File: config.mk
export PLATFORM = sky130hd
export DESIGN_NAME = secuenciador_sumador
export DESIGN_NICKNAME = d
export VERILOG_FILES = /design/src/rtl/secuenciador_sumador_pkg.sv /design/src/rtl/secuenciador_sumador_selector_byte.sv /design/src/rtl/secuenciador_sumador.sv
export SDC_FILE = /design/constraint.sdc
export NUM_CORES = 1
export LEC_CHECK = 0
export ABC_AREA = 1
export BUFFER_PORTS_ARGS = -buffer_cell sky130_fd_sc_hd__buf_2
export CELL_PAD_IN_SITES_DETAIL_PLACEMENT = 1
export CELL_PAD_IN_SITES_GLOBAL_PLACEMENT = 2
export CORE_ASPECT_RATIO = 1.1
export CORE_UTILIZATION = 29
export CTS_BUF_LIST = sky130_fd_sc_hd__clkbuf_4
export DETAILED_ROUTE_END_ITERATION = 16
export PLACE_DENSITY = 0.84
export SKIP_LAST_GASP = 1
export SYNTH_ARGS = -nofsm -noshare
export SYNTH_HDL_FRONTEND = slang
export SYNTH_SLANG_ARGS = --single-unit
export TNS_END_PERCENT = 50
File: constraint.sdc
create_clock -name i_clk -period 3 [get_ports i_clk]
set_input_delay 0.15 -clock i_clk [delete_from_list [all_inputs] [get_ports i_clk]]
set_output_delay 0.15 -clock i_clk [all_outputs]
set_load 0.03 [all_outputs]
File: src/rtl/secuenciador_sumador_pkg.sv
// Shared encodings for the sumador8 command sequencer: sumador8 MODO codes,
// sequencer state codes, the legal NBYTES range and the command legality rule.
package secuenciador_sumador_pkg;

    localparam logic [1:0] MODO_HOLD  = 2'b00;
    localparam logic [1:0] MODO_SUMA  = 2'b01;
    localparam logic [1:0] MODO_RESTA = 2'b10;
    localparam logic [1:0] MODO_CLR   = 2'b11;

    localparam logic [2:0] S_RESET   = 3'd0;
    localparam logic [2:0] S_IDLE    = 3'd1;
    localparam logic [2:0] S_ISSUE   = 3'd2;
    localparam logic [2:0] S_CAPTURE = 3'd3;
    localparam logic [2:0] S_RESP    = 3'd4;

    localparam int NBYTES_MIN = 1;
    localparam int NBYTES_MAX = 4;

    // Only add and sub reach the adder; the other two codes are reported as errors.
    function automatic logic op_legal(input logic [1:0] op);
        return (op == MODO_SUMA) || (op == MODO_RESTA);
    endfunction

endpackage

File: src/rtl/secuenciador_sumador_selector_byte.sv
// Byte-lane multiplexer: returns byte i_sel of an NBYTES-wide word.
// Out-of-range selects return zero.
module secuenciador_sumador_selector_byte #(
    parameter int NBYTES = 2,
    parameter int KW     = 1
) (
    input  logic [8*NBYTES-1:0] i_word,
    input  logic [KW-1:0]       i_sel,
    output logic [7:0]          o_byte
);

    always_comb begin
        // NOTE: the default before the loop keeps every path assigned, so no latch is inferred.
        o_byte = 8'h00;
        for (int i = 0; i < NBYTES; i++) begin
            if (i_sel == KW'(i)) begin
                o_byte = i_word[8*i +: 8];
            end
        end
    end

endmodule

File: src/rtl/secuenciador_sumador.sv
// Command sequencer for sumador8: splits one NBYTES-wide add/sub into byte
// operations, LSB first, chaining the carry/borrow, and returns the full result.
module secuenciador_sumador
    import secuenciador_sumador_pkg::*;
#(
    parameter int NBYTES = 2
) (
    input  logic                i_clk,
    input  logic                i_rst,
    input  logic                i_cmd_valid,
    output logic                o_cmd_ready,
    input  logic [1:0]          i_cmd_op,
    input  logic [8*NBYTES-1:0] i_cmd_a,
    input  logic [8*NBYTES-1:0] i_cmd_b,
    output logic                o_enb,
    output logic [1:0]          o_modo,
    output logic [7:0]          o_a,
    output logic [7:0]          o_b,
    output logic                o_rci,
    input  logic [7:0]          i_q,
    input  logic                i_rco,
    output logic                o_res_valid,
    input  logic                i_res_ready,
    output logic [8*NBYTES-1:0] o_res_q,
    output logic                o_res_co,
    output logic                o_res_err
);

    localparam int W  = 8 * NBYTES;
    localparam int KW = (NBYTES > 1) ? $clog2(NBYTES) : 1;

    if (NBYTES < NBYTES_MIN || NBYTES > NBYTES_MAX) begin : g_nbytes_check
        $error("secuenciador_sumador: NBYTES must be in 1..4");
    end

    logic [2:0]    r_state;
    logic [1:0]    r_op;
    logic [W-1:0]  r_a;
    logic [W-1:0]  r_b;
    logic [KW-1:0] r_k;
    logic          r_carry;
    logic [W-1:0]  r_res_q;
    logic          r_res_co;
    logic          r_res_err;

    logic          w_accept;
    logic          w_last;
    logic [7:0]    w_a_byte;
    logic [7:0]    w_b_byte;

    assign w_accept = (r_state == S_IDLE) && i_cmd_valid;
    assign w_last   = (r_k == KW'(NBYTES - 1));

    secuenciador_sumador_selector_byte #(.NBYTES(NBYTES), .KW(KW)) u_sel_a (
        .i_word (r_a),
        .i_sel  (r_k),
        .o_byte (w_a_byte)
    );

    secuenciador_sumador_selector_byte #(.NBYTES(NBYTES), .KW(KW)) u_sel_b (
        .i_word (r_b),
        .i_sel  (r_k),
        .o_byte (w_b_byte)
    );

    always_ff @(posedge i_clk) begin
        // NOTE: state is updated with <= so every register sees pre-edge values of the others.
        if (i_rst) begin
            r_state   <= S_RESET;
            r_op      <= MODO_HOLD;
            r_a       <= '0;
            r_b       <= '0;
            r_k       <= '0;
            r_carry   <= 1'b0;
            r_res_q   <= '0;
            r_res_co  <= 1'b0;
            r_res_err <= 1'b0;
        end else begin
            case (r_state)
                S_RESET: r_state <= S_IDLE;
                S_IDLE: begin
                    if (w_accept) begin
                        r_op      <= i_cmd_op;
                        r_a       <= i_cmd_a;
                        r_b       <= i_cmd_b;
                        r_k       <= '0;
                        r_carry   <= 1'b0;
                        r_res_q   <= '0;
                        r_res_co  <= 1'b0;
                        r_res_err <= !op_legal(i_cmd_op);
                        r_state   <= op_legal(i_cmd_op) ? S_ISSUE : S_RESP;
                    end
                end
                S_ISSUE: r_state <= S_CAPTURE;
                S_CAPTURE: begin
                    // sumador8 registered this byte at the previous edge; its Q/RCO are valid now.
                    for (int i = 0; i < NBYTES; i++) begin
                        if (r_k == KW'(i)) begin
                            r_res_q[8*i +: 8] <= i_q;
                        end
                    end
                    r_carry <= i_rco;
                    if (w_last) begin
                        r_res_co <= i_rco;
                        r_state  <= S_RESP;
                    end else begin
                        r_k     <= r_k + 1'b1;
                        r_state <= S_ISSUE;
                    end
                end
                S_RESP: begin
                    if (i_res_ready) begin
                        r_state <= S_IDLE;
                    end
                end
                default: r_state <= S_RESET;
            endcase
        end
    end

    always_comb begin
        o_enb       = 1'b0;
        o_modo      = MODO_HOLD;
        o_a         = 8'h00;
        o_b         = 8'h00;
        o_rci       = 1'b0;
        o_cmd_ready = 1'b0;
        o_res_valid = 1'b0;
        case (r_state)
            S_RESET: begin
                o_enb  = 1'b1;
                o_modo = MODO_CLR;
            end
            S_IDLE: o_cmd_ready = 1'b1;
            S_ISSUE: begin
                o_enb  = 1'b1;
                o_modo = r_op;
                o_a    = w_a_byte;
                o_b    = w_b_byte;
                o_rci  = r_carry;
            end
            S_RESP: o_res_valid = 1'b1;
            default: ;
        endcase
    end

    assign o_res_q   = r_res_q;
    assign o_res_co  = r_res_co;
    assign o_res_err = r_res_err;

endmodule
==> impl_metrics.json <==
{
  "status": "finished clean",
  "cp.required_ps": 2850,
  "ant_nets": 0,
  "clockBufferDepth": 2,
  "worstSetupPathType": "reg2out",
  "grt_setup_unrepaired": "no",
  "post_cts_buffers": 0,
  "maxSlewHeadroom": 0.429,
  "yosysSeqAreaShare": 0.469,
  "critPathMaxFanout": 18,
  "synth_top_area_cell": "dfxtp_1",
  "finalMaxSlewViolations": 0,
  "hold_viol_final": 0,
  "cts_tree": "built",
  "firstDrtPassIters": 4,
  "drtIter0Drc": 90,
  "io_buffers": 86,
  "finClkSkew_ps": 8.03,
  "synthToLayoutAreaGrowth_pct": 28.9,
  "synth_area_mm2": 0.00243,
  "startpoint_type": "register",
  "overflow": 0,
  "viasPerCell": 4.54,
  "synth_nets": 395,
  "synth.area.top_cells": "dfxtp_1 47%, nor2_1 16%, o21ai_0 8.2%",
  "grt_pass1_vias": 2659,
  "gp_congestion": 0.725,
  "routedWlPerCell_um": 13.3,
  "netlist_instances": 348,
  "ioPinCount": 87,
  "p_leak_uw": 0.00145,
  "setup_tns_ps": 0,
  "initial_core_util": 0.303,
  "synthDistinctLibCells": 22,
  "clk-insertion-delay-late_ps": 390,
  "grt_antenna_before_repair": 0,
  "drt_wl_total_mm": 7.34,
  "final_layout_size_suffix_gt1_frac": 0.248,
  "ys_warn_count": 0,
  "ys_ff_latch": 57,
  "post-route-min-period_ps": 2140,
  "grt_pass1_wl_mm": 12.1,
  "htreeDepth": 3,
  "grt_start_max_net_pins": 45,
  "grt_usage": 0.181,
  "cap_viol_max_count": 0,
  "synth_top_area_share": 0.469,
  "hold_ws_ps": 17.2,
  "cts_num_sinks": 57,
  "postCtsHoldBufs": 10,
  "hp-class": "in2reg",
  "cts_resized": 0,
  "vias": 2505,
  "rows": 34,
  "cts_root_buffer": "clkbuf_4",
  "powerDensity_mw_per_mm2": 545,
  "peakVddDrop_mv": 0.279,
  "endpoint_kind": "output pin",
  "timing.fmax_mhz": 468,
  "arrival_ps": 1990,
  "final_common_cell": "nor2_1",
  "dp_hpwl_mm": 5.10,
  "fillers": 1063,
  "period_share": 0.712,
  "diodes": 0,
  "clk_pin_slew_worst_paths_ps": 100,
  "die_x_um": 89.3,
  "die_h_um": 98.1,
  "dieArea_mm2": 0.00876,
  "tightest_slew_ps": 854,
  "core_mm2": 0.00804,
  "synth.avg_cell_area_um2": 6.99,
  "drc": 0,
  "setup_viol": 0,
  "final_cell_mix": "102 x nor2_1, 86 x buf_2, 57 x dfxtp_1",
  "cts_made_buffers": 9,
  "final_nets": 487,
  "p_total_uw": 1710
}
-- layout make-up --
class | count | area, µm² | share of cell area
Clock buffer | 10 | 75.1 | 0.0240
Clock inverter | 5 | 47.5 | 0.0152
Inverter | 21 | 78.8 | 0.0251
Multi-Input combinational cell | 252 | 1100 | 0.352
Sequential cell | 57 | 1140 | 0.364
Tap cell | 108 | 135 | 0.0431
Timing Repair Buffer | 99 | 553 | 0.176
-- cell families (layout without fill, tap and decap cells) --
logic type / count (synthesis) / after routing / synth area share
flops: 57 / 57 / 0.469
compound gates: 76 / 76 / 0.156
buf+inv: 39 / 135 / 0.0772
simple gates: 176 / 176 / 0.297
-- cells in the mapped netlist --
master      n
nor2_1    102
dfxtp_1    57
nand2_1    52
o21ai_0    40
a21oi_1    29
inv_1      19
nand3_1    13
clkbuf_1    8
o21ai_1     7
buf_6       4
nand2_2     3
buf_2       2
buf_4       2
nand2_4     2
and2_1      1
buf_1       1
clkbuf_2    1
clkinv_1    1
inv_2       1
nor2_4      1
nor3_1      1
nor3_4      1
-- worst max-delay path: stages (launching register included) --
cell     delay [ps]
dfxtp_1         530
nand2_1         480
a21oi_1         340
buf_2           240
-- registers in the layout, indices dropped and copies added, names as in the netlist --
register and flops:
o_res_q 16, r_a 16, r_b 16, r_state 3, r_op 2, o_res_co 1
o_res_err 1, r_carry 1, r_k 1
-- per-layer routing --
layer | wire length, µm | track usage
met1 | 3250 | 0.209
met2 | 3520 | 0.315
met3 | 461 | 0.0482
met4 | 114 | 0.0696
met5 | 0 | 0
-- report_power, final --
| group | switching, µW | total (µW) | internal (µW) |
|---|---|---|---|
| logic | 211 | 322 | 111 |
| registers | 34.1 | 849 | 815 |
| clock network | 284 | 535 | 251 |
| total | 529 | 1710 | 1180 |
-- stage by stage --
step | instance area (µm²) | instances | setup slack (ps) | util
floorplan | 2430 | 348 | 1030 | -
global placement | 2910 | 527 | 1230 | 0.362
detailed placement | 2910 | 527 | 1210 | 0.362
CTS | 3130 | 552 | 785 | 0.390
global route | 3130 | 552 | 684 | 0.390
finish | 3130 | 552 | 864 | 0.390
-- worst paths after layout --
check / end / depth (start not counted) / startpoint / slack [ps]
worst max-delay path: o_a[7] / 3 / r_state[1] / 860
worst min-delay path: r_a[10] / 3 / i_cmd_a[10] / 20
worst max register to register: r_b[1] / 6 / r_state[2] / 1210
worst min register to register: r_b[4] / 2 / r_b[4] / 490
Note: power is estimated with default switching activity, not from simulation.
